===== src/rtl/mpy_pkg.sv =====
// Shared definitions for the time-shared signed multiplier controller.
//   W      : operand width (two's complement)
//   CNT_W  : iteration counter width, clog2(W)
//   PW     : product width, 2*W
//   REQ0/1 : requester index constants
//   state_e: sequencer states (idle, calculating, result held)
package mpy_pkg;

  localparam int unsigned W     = 8;
  localparam int unsigned CNT_W = 3;
  localparam int unsigned PW    = 2 * W;

  localparam logic REQ0 = 1'b0;
  localparam logic REQ1 = 1'b1;

  typedef enum logic [1:0] {
    StIdle,
    StCalc,
    StDone
  } state_e;

endpackage


===== src/rtl/mpy_seq_arb_if.sv =====
// Request/response bundle between the two requesters, the consumer and the
// multiplier sequencer.
//   reqN_valid/ready/a/b : operand pair handshake from requester N
//   rsp_valid/ready      : result handshake towards the consumer
//   rsp_id               : requester that owns the result
//   rsp_product          : signed 2W-bit product
// master = requester/consumer side, slave = sequencer side.
interface mpy_seq_arb_if #(
  parameter int unsigned W = mpy_pkg::W
);

  logic           req0_valid;
  logic           req0_ready;
  logic [W-1:0]   req0_a;
  logic [W-1:0]   req0_b;
  logic           req1_valid;
  logic           req1_ready;
  logic [W-1:0]   req1_a;
  logic [W-1:0]   req1_b;
  logic           rsp_valid;
  logic           rsp_ready;
  logic           rsp_id;
  logic [2*W-1:0] rsp_product;

  modport master (
    output req0_valid, req0_a, req0_b,
    output req1_valid, req1_a, req1_b,
    output rsp_ready,
    input  req0_ready, req1_ready,
    input  rsp_valid, rsp_id, rsp_product
  );

  modport slave (
    input  req0_valid, req0_a, req0_b,
    input  req1_valid, req1_a, req1_b,
    input  rsp_ready,
    output req0_ready, req1_ready,
    output rsp_valid, rsp_id, rsp_product
  );

endinterface


===== src/rtl/mpy_rr_arb2.sv =====
// Two-way round-robin grant, purely combinational.
//   i_valid0/1   : requester valids
//   i_last_grant : index of the previously accepted requester
//   i_enable     : grants are only issued while enabled
//   o_gnt0/1     : one-hot grant (only to a valid requester)
//   o_gnt_id     : index of the preferred requester (meaningful with a grant)
module mpy_rr_arb2
  import mpy_pkg::*;
(
  input  logic i_valid0,
  input  logic i_valid1,
  input  logic i_last_grant,
  input  logic i_enable,
  output logic o_gnt0,
  output logic o_gnt1,
  output logic o_gnt_id
);

  logic w_pick1;

  // Requester 1 wins when it is alone, or on a tie when requester 0 went last.
  assign w_pick1  = i_valid1 & (~i_valid0 | (i_last_grant == REQ0));
  assign o_gnt1   = i_enable & w_pick1;
  assign o_gnt0   = i_enable & i_valid0 & ~w_pick1;
  assign o_gnt_id = w_pick1;

endmodule


===== src/rtl/mpy_seq_arb.sv =====
// Two-requester, time-shared signed WxW multiplier sequencer.
// Round-robin accepts one operand pair, then accumulates one partial product
// per cycle (shift-add, with a subtract for the negatively weighted MSB of b)
// and returns the product tagged with the owning requester.
//   clk, rst_n : clock, asynchronous active-low reset
//   bus        : request/response bundle (slave side)
//   busy       : high whenever the sequencer is not idle
module mpy_seq_arb #(
  parameter int unsigned W     = 8,
  parameter int unsigned CNT_W = 3
) (
  input  logic          clk,
  input  logic          rst_n,
  mpy_seq_arb_if.slave  bus,
  output logic          busy
);

  import mpy_pkg::*;

  localparam int unsigned ProdW = 2 * W;

  state_e             r_state;
  logic [W-1:0]       r_a;
  logic [W-1:0]       r_b;
  logic               r_id;
  logic               r_last_grant;
  logic               r_rsp_valid;
  logic               r_busy;
  logic [ProdW-1:0]   r_acc;
  logic [CNT_W-1:0]   r_cnt;

  logic               w_gnt0;
  logic               w_gnt1;
  logic               w_gnt_id;
  logic               w_accept;
  logic               w_last_step;
  logic [ProdW-1:0]   w_pp;
  logic [ProdW-1:0]   w_acc_next;

  mpy_rr_arb2 u_arb (
    .i_valid0     (bus.req0_valid),
    .i_valid1     (bus.req1_valid),
    .i_last_grant (r_last_grant),
    .i_enable     (r_state == StIdle),
    .o_gnt0       (w_gnt0),
    .o_gnt1       (w_gnt1),
    .o_gnt_id     (w_gnt_id)
  );

  assign w_accept       = w_gnt0 | w_gnt1;
  assign bus.req0_ready = w_gnt0;
  assign bus.req1_ready = w_gnt1;

  assign w_last_step = (r_cnt == CNT_W'(W - 1));
  assign w_pp        = {{W{r_a[W-1]}}, r_a} << r_cnt;

  // Two's complement: bit W-1 of the multiplier carries weight -2^(W-1).
  always_comb begin
    w_acc_next = r_acc;
    if (r_b[r_cnt]) begin
      w_acc_next = w_last_step ? (r_acc - w_pp) : (r_acc + w_pp);
    end
  end

  always_ff @(posedge clk or negedge rst_n) begin
    if (!rst_n) begin
      r_state      <= StIdle;
      r_a          <= '0;
      r_b          <= '0;
      r_id         <= 1'b0;
      r_last_grant <= REQ1;
      r_rsp_valid  <= 1'b0;
      r_busy       <= 1'b0;
      r_acc        <= '0;
      r_cnt        <= '0;
    end else begin
      unique case (r_state)
        StIdle: begin
          if (w_accept) begin
            r_a          <= w_gnt_id ? bus.req1_a : bus.req0_a;
            r_b          <= w_gnt_id ? bus.req1_b : bus.req0_b;
            r_id         <= w_gnt_id;
            r_last_grant <= w_gnt_id;
            r_acc        <= '0;
            r_cnt        <= '0;
            r_busy       <= 1'b1;
            r_state      <= StCalc;
          end
        end
        StCalc: begin
          r_acc <= w_acc_next;
          r_cnt <= r_cnt + 1'b1;
          if (w_last_step) begin
            r_rsp_valid <= 1'b1;
            r_state     <= StDone;
          end
        end
        StDone: begin
          // Product and id are held in r_acc/r_id until the consumer takes them.
          if (bus.rsp_ready) begin
            r_rsp_valid <= 1'b0;
            r_busy      <= 1'b0;
            r_state     <= StIdle;
          end
        end
        default: r_state <= StIdle;
      endcase
    end
  end

  assign bus.rsp_valid   = r_rsp_valid;
  assign bus.rsp_id      = r_id;
  assign bus.rsp_product = r_acc;
  assign busy            = r_busy;

endmodule

===== src/flat_wrapper.sv =====
// flat-port wrapper written by rule: the top's interface ports become plain ports
module mpy_seq_arb_flat import mpy_pkg::*;
#(
  parameter int unsigned W     = 8,
  parameter int unsigned CNT_W = 3
)
  (clk, rst_n, busy, bus_req0_valid, bus_req0_a, bus_req0_b, bus_req1_valid, bus_req1_a, bus_req1_b, bus_rsp_ready, bus_req0_ready, bus_req1_ready, bus_rsp_valid, bus_rsp_id, bus_rsp_product);
  mpy_seq_arb_if #(.W(W)) bus_i ();
  input  logic clk;
  input  logic rst_n;
  output logic busy;
  input wire logic [$bits(bus_i.req0_valid)-1:0] bus_req0_valid;
  input wire logic [$bits(bus_i.req0_a)-1:0] bus_req0_a;
  input wire logic [$bits(bus_i.req0_b)-1:0] bus_req0_b;
  input wire logic [$bits(bus_i.req1_valid)-1:0] bus_req1_valid;
  input wire logic [$bits(bus_i.req1_a)-1:0] bus_req1_a;
  input wire logic [$bits(bus_i.req1_b)-1:0] bus_req1_b;
  input wire logic [$bits(bus_i.rsp_ready)-1:0] bus_rsp_ready;
  output wire logic [$bits(bus_i.req0_ready)-1:0] bus_req0_ready;
  output wire logic [$bits(bus_i.req1_ready)-1:0] bus_req1_ready;
  output wire logic [$bits(bus_i.rsp_valid)-1:0] bus_rsp_valid;
  output wire logic [$bits(bus_i.rsp_id)-1:0] bus_rsp_id;
  output wire logic [$bits(bus_i.rsp_product)-1:0] bus_rsp_product;
  assign bus_i.req0_valid = bus_req0_valid;
  assign bus_i.req0_a = bus_req0_a;
  assign bus_i.req0_b = bus_req0_b;
  assign bus_i.req1_valid = bus_req1_valid;
  assign bus_i.req1_a = bus_req1_a;
  assign bus_i.req1_b = bus_req1_b;
  assign bus_i.rsp_ready = bus_rsp_ready;
  assign bus_req0_ready = bus_i.req0_ready;
  assign bus_req1_ready = bus_i.req1_ready;
  assign bus_rsp_valid = bus_i.rsp_valid;
  assign bus_rsp_id = bus_i.rsp_id;
  assign bus_rsp_product = bus_i.rsp_product;
  mpy_seq_arb #(.W(W), .CNT_W(CNT_W)) u_core (.clk(clk), .rst_n(rst_n), .bus(bus_i), .busy(busy));
endmodule

===== config.mk =====
export PLATFORM = sky130hd
export DESIGN_NAME = mpy_seq_arb_flat
export DESIGN_NICKNAME = d
export VERILOG_FILES = /design/src/rtl/mpy_pkg.sv /design/src/rtl/mpy_seq_arb_if.sv /design/src/rtl/mpy_rr_arb2.sv /design/src/rtl/mpy_seq_arb.sv /design/src/flat_wrapper.sv
export SDC_FILE = /design/constraint.sdc
export NUM_CORES = 1
export LEC_CHECK = 0
export BUFFER_PORTS_ARGS = -buffer_cell sky130_fd_sc_hd__buf_4
export CAP_MARGIN = 10
export CORE_ASPECT_RATIO = 0.7
export CORE_UTILIZATION = 35
export DETAILED_ROUTE_END_ITERATION = 8
export PLACE_DENSITY = 0.54
export SETUP_SLACK_MARGIN = 0.05
export SLEW_MARGIN = 20
export SYNTH_ARGS = -nofsm -noshare
export SYNTH_HDL_FRONTEND = slang
export SYNTH_SLANG_ARGS = --single-unit

===== constraint.sdc =====
create_clock -name clk -period 4.85 [get_ports clk]
set_input_delay 0.7275 -clock clk [delete_from_list [all_inputs] [get_ports clk]]
set_output_delay 0.7275 -clock clk [all_outputs]
set_load 0.01 [all_outputs]

; Word-level counts from Yosys, hierarchy flattened
; Cells that the tools add are included.
[word_totals]
ff_bits = 41
output_inout_bits = 21
word_cells = 59
[classes]
n_addsub = 3
n_lt_le_gt_ge = 1
eq_ne = 7
shifts = 1
n_mux = 19
n_bitwise = 9
reduce_logical = 10
[op_table]
columns = cell, count
row1 = $mux W16, 3
row2 = $pmux W16 S2, 1
row3 = $add A16 B16 Y16, 1
row4 = $mux W8, 2
row5 = $shl A16 B3 Y16, 1
row6 = $sub A16 B16 Y16, 1
row7 = $reduce_and A3 Y1, 4
row8 = $mux W2, 3
row9 = $ne A2 B1 Y1 const B, 3
row10 = $pmux W2 S3, 1
row11 = $pmux W3 S2, 1
row12 = $reduce_bool A2 Y1, 3
row13 = $and A1 B1 Y1, 4
row14 = $lt A3 B4 Y1 const B, 1
row15 = $mux W1, 4
row16 = $pmux W1 S2, 2
row17 = $reduce_and A2 Y1, 2
row18 = $add A3 B1 Y3 const B, 1
row19 = $bmux W1 S3, 1
row20 = $eq A3 B3 Y1 const B, 1
row21 = $mux W3, 1
row22 = $not A1 Y1, 3
row23 = $eq A2 B1 Y1 const B, 1
row24 = $eq A2 B2 Y1 const B, 1
row25 = 3 further kinds, 4

; Longest topological paths before layout
[depth]
depth_word = 8
mapped_depth = 19
ltp_nobuf = 17

; Modules after synthesis
; Synthesis repeated with hierarchy kept, for this count alone.
[hier_totals]
cells_unflattened = 422
hier_area_um2 = 3550.9
[modules_own_cells]
columns = module, n_inst, cells_per_inst, area_each_um2, seq_area_each_um2
row1 = mpy_seq_arb, 1, 417, 3520.9, 1027.2
row2 = mpy_rr_arb2, 1, 5, 30.0, 0.0

; Least setup slack after synthesis
; No wires, ideal clock.
[synth_path]
kind = register to register
startpoint = reg u_core.r_cnt[2]
endpoint = reg u_core.r_acc[15], in the netlist u_core.bus.rsp_product[15]
setup_time_ns = 0.118
arrival_time_ns = 3.702
required_ns = 4.732
setup_slack_ns = 1.030
path_stages_with_launch = 17
n_path_buf = 3
period_less_slack_ns = 3.820
cell_sequence = dfrtp_1 > buf_2 > clkbuf_1 > buf_1 > or3_1 > ha_1 > mux2_2 > inv_1 > ha_1 > nor2b_1 > o2111ai_1 > a221oi_1 > o41ai_1 > o31ai_1 > xnor2_1 > mux2i_1 > a21o_1
[synth_between]
elab_chain_len = 5
word_cells_on_any_way = 11
classes_between = 2 x add/sub / 2 x eq/ne / 1 x shift / 5 x mux / 1 x reduce/logical
[synth_rtl]
columns = element, line
row1 = from (decl), mpy_seq_arb.sv:30  ; logic [CNT_W-1:0] r_cnt;
row2 = from (signal assigned), mpy_seq_arb.sv:92  ; r_cnt <= r_cnt + 1'b1;
row3 = $shl A16 B3 Y16, mpy_seq_arb.sv:55  ; assign w_pp = {{W{r_a[W-1]}}, r_a} << r_cnt;
row4 = $add A16 B16 Y16 / $sub A16 B16 Y16 (equally long branches), mpy_seq_arb.sv:61  ; w_acc_next = w_last_step ? (r_acc - w_pp) : (r_acc + w_pp);
row5 = $mux W16, mpy_seq_arb.sv:61
row6 = $mux W16, mpy_seq_arb.sv:60  ; if (r_b[r_cnt]) begin
row7 = $pmux W16 S2, mpy_seq_arb.sv:77  ; unique case (r_state)
row8 = to (signal assigned), mpy_seq_arb.sv:91  ; r_acc <= w_acc_next;
row9 = to (decl), mpy_seq_arb.sv:29  ; logic [ProdW-1:0] r_acc;
; Parallel ways exist; a longest one is shown, timed or not. The select of a mux whose other input is x is not followed.
; A chain may end at the register's enable or synchronous reset.

; Worst setup path after layout
[layout_path]
startpoint = reg u_core.r_cnt[1]
endpoint = reg u_core.r_acc[15], in the netlist u_core.bus.rsp_product[15]
; The elaborated chain is that of the path after synthesis.

==> impl_summary.log <==
INFO  metric synth_sequential_area_ratio = 31.5%
INFO  metric clock_sink_count = 41
INFO  metric synthAdderAreaFrac = 7.52%
INFO  metric postCtsHoldBufs = 0
INFO  metric port_buffers = 57
INFO  metric synth_warnings = 0
INFO  metric fp.dieH = slightly above 80 um
INFO  metric final_design_area_no_fill = ~0.0040 mm^2
INFO  metric critical_path.startpoint_type = flip-flop
INFO  metric placeable_core_region = 0.00907 mm^2
INFO  metric path_cells = mux2i_1 > mux2_2 > mux2i_1 > nor2b_1 > a31oi_1 > nor2_1 > xnor2_1 > ha_1 > a21oi_1 > o21ai_0 > o41ai_1 > o31ai_1 > xnor2_1 > mux2i_1 > a21o_1
INFO  metric worst-path-max-fanout = 17
INFO  metric grt_first_pass_wirelength = 13400 um
INFO  metric h_tree_depth = 2
INFO  metric report.final.hold_viol_count = 0
INFO  metric mostFrequentLayoutCells = 64 x sky130_fd_sc_hd__buf_4, 51 x sky130_fd_sc_hd__nand2_1, 41 x sky130_fd_sc_hd__o21ai_0
INFO  metric floorplan_die_area = 0.00972 mm^2
INFO  metric cts.repair_timing.setup_buffer_count = 0
INFO  metric worstSetupPathType = reg2reg
INFO  metric final_common_cell = sky130_fd_sc_hd__buf_4
INFO  metric synthesis.instances = 376
INFO  metric wirelength = 7660 um
INFO  metric timing.critical_path.arrival = approximately 4600 ps
INFO  metric synth_seq_cells = 41
INFO  metric synth_edf_count = 0
INFO  metric critical-path-top-cell-by-count = sky130_fd_sc_hd__mux2i_1
INFO  metric place_area = 0.00382 mm^2
INFO  metric fin_tns_setup = 0 ps
INFO  metric cts_buffer_depth = 2
INFO  metric grt_pass1_vias = 2775
INFO  metric filler_cell_count_in_the_final_layout = a little over 900
INFO  metric final_layout_size_suffix_gt1_share = 20.5%
INFO  metric die-width = approximately 120 um
INFO  metric grt_setup_unrepaired = no
INFO  metric async_flop_share = 100%
INFO  metric num_vias = between 2k and 3k
INFO  metric io_pins = 58
INFO  metric number_of_antenna_violations_at_the_first_check_in_global_routing = 0
INFO  metric synth_top_family_by_area = compound AO/OA/AOI/OAI gates
INFO  metric setup.worst_path.end_class = flip-flop
INFO  metric post_synth_and_or_nand_nor_area_fraction = 15.6%
INFO  metric syn-mean-instance-area = 8.68 um^2
INFO  metric critPathRequiredTime = 5080 ps
INFO  metric drt_first_iter_violations = 137
INFO  metric skew = 6.87 ps
INFO  metric setup-violations-final = 0
INFO  metric xor_xnor_cell_area_share_of_the_yosys_netlist = 6.44%
INFO  metric track_usage = 17.4%
INFO  metric post_synth_design_cell_area = 0.00326 mm^2
INFO  metric final_net_count = 484
INFO  metric hold_class = in2async
INFO  metric area_growth_syn_to_layout = 22.5%
INFO  metric place_congestion = 0.814
INFO  metric max_freq = ~230 MHz
INFO  metric drt_pre_antenna_iters = 4
INFO  metric synth.mux.area_fraction = 15.0%
INFO  metric num_antenna_cells = 0
INFO  metric relSlewSlack = 52.0%
INFO  metric drtAntennaViolNets = 0
INFO  metric synthFlopType = sky130_fd_sc_hd__dfrtp_1
INFO  metric worst_margin_pin_slew = about 710 ps
INFO  metric drt-vias-per-instance = 5.10
INFO  metric post_cts_resized = 0
INFO  metric remaining_drc_errors = 0
INFO  metric cts_tree = yes
INFO  metric max-cap-violations = 0
INFO  metric clockRootBuffer = sky130_fd_sc_hd__clkbuf_16
INFO  metric synth_compound_gate_area_share = 20.1%
INFO  metric timing.final.crit_share = 89.7%
INFO  metric clk-insertion-delay-late = 290 ps
INFO  metric finalMaxSlewViolations = 0
INFO  metric detailed_placement_hpwl = 5730 um
INFO  metric critPathSlowestCell = sky130_fd_sc_hd__dfrtp_1
INFO  metric initial_util = a little over a third
INFO  metric placement_rows = 29
INFO  metric cts_made_buffers = 5
INFO  metric grt_max_degree = 46
INFO  metric drt-wirelength-per-cell = about 14 um
INFO  metric globalRoute.totalOverflow = 0
INFO  metric synthesis.nets = between 400 and 500
INFO  metric outcome = finished clean
INFO  metric synth.lib_cells_used.distinct = 49
INFO  metric cp_slowest_stage_delay = approximately 770 ps
INFO  metric cts_clk_pin_slew_worst_paths = roughly 60 ps
INFO  metric min_period = 4350 ps
Yosys cell counts (2+ instances only):
master	n	share of area, %
sky130_fd_sc_hd__a21o_1	5	1.2
sky130_fd_sc_hd__or2_2	2	0.38
sky130_fd_sc_hd__nor2_1	28	3.2
sky130_fd_sc_hd__buf_2	5	0.77
sky130_fd_sc_hd__a31oi_1	3	0.58
sky130_fd_sc_hd__dfrtp_1	40	31
sky130_fd_sc_hd__a211oi_1	4	0.92
sky130_fd_sc_hd__a21oi_1	17	2.6
sky130_fd_sc_hd__nand2b_1	9	1.7
sky130_fd_sc_hd__mux2_2	5	1.7
sky130_fd_sc_hd__nand3b_1	2	0.46
sky130_fd_sc_hd__mux4_2	4	2.8
sky130_fd_sc_hd__xnor2_1	17	4.6
sky130_fd_sc_hd__inv_1	11	1.3
sky130_fd_sc_hd__o41ai_1	2	0.54
sky130_fd_sc_hd__ha_1	18	6.9
sky130_fd_sc_hd__o21a_1	9	2.1
sky130_fd_sc_hd__clkbuf_1	10	1.2
sky130_fd_sc_hd__mux2i_1	33	10
sky130_fd_sc_hd__o31ai_1	6	1.4
sky130_fd_sc_hd__a22o_1	3	0.81
sky130_fd_sc_hd__or3_1	5	0.96
sky130_fd_sc_hd__nand2_1	51	5.9
sky130_fd_sc_hd__o22a_1	2	0.54
sky130_fd_sc_hd__o21ai_0	41	6.3
sky130_fd_sc_hd__xor2_1	7	1.9
sky130_fd_sc_hd__buf_1	3	0.35
sky130_fd_sc_hd__nand3_1	8	1.2
sky130_fd_sc_hd__o211ai_1	2	0.46
sky130_fd_sc_hd__nor2b_1	5	0.96
path summary, 6_finish.rpt:
kind,start,to,slack (ps),cells past startpoint
min,rst_n,u_core.bus.rsp_product[0],430,1
max in group asynchronous,rst_n,u_core.r_last_grant,4040,1
min in group clk,u_core.r_b[1],u_core.r_b[1],480,2
max reg2reg,u_core.r_cnt[1],u_core.bus.rsp_product[15],500,15
max,u_core.r_cnt[1],u_core.bus.rsp_product[15],500,15
min reg2reg,u_core.r_b[1],u_core.r_b[1],480,2
stage by stage:
stage	std cells	setup slack, ps	utilization (%)	hold slack (ps)
global placement	545	690	42.1	461
detailed placement	545	552	42.1	470
finish	553	499	44.1	426
floorplan	376	1030	-	432
CTS	553	517	44.1	454
global route	553	99.3	44.1	477
worst max-delay path: cells and delay by family (launching register included):
kind / cells / cell delay [ps]
and+or+nand+nor: 2 / 210
DFF: 1 / 770
adders and majority gates: 1 / 320
AOI/OAI and AO/OA: 6 / 1520
xor gates and xnor gates: 2 / 360
muxes: 4 / 1110
state kept, by name, indices dropped and copies added, names as in the netlist:
name,flops
u_core.bus.rsp_id,1
u_core.bus.rsp_product,16
u_core.bus.rsp_valid,1
u_core.busy,1
u_core.r_a,8
u_core.r_b,8
u_core.r_cnt,3
u_core.r_last_grant,1
u_core.r_state,2
layer usage:
layer | wire length (um) | track usage [%] | vias up
met5 | 0 | 0 | -
met4 | 73 | 4.68 | 0
met3 | 326 | 3.42 | 7
met2 | 3210 | 28.2 | 51
met1 | 4050 | 23.9 | 1316
li1 | - | - | 1447
layout make-up:
type	count	area, um^2	area share [%]
multi-input cells	305	2120	53.0
flip-flops and latches	41	1030	25.7
repair buffers	64	480	12.0
well taps	124	155	3.88
clock buffers	6	139	3.47
inverters	11	41.3	1.03
clock inverters	2	37.5	0.939
cells by family (layout without fill, tap and decap cells):
family,count (synthesis),after routing
flops,41,41
mux,43,43
xor+xnor,24,24
fa+ha+maj,19,19
simple gates,114,114
compound gates,105,105
buf+inv,30,83
Power is not shown: default switching activity piles up to over one toggle a cycle in this logic, so the estimate is an artifact.
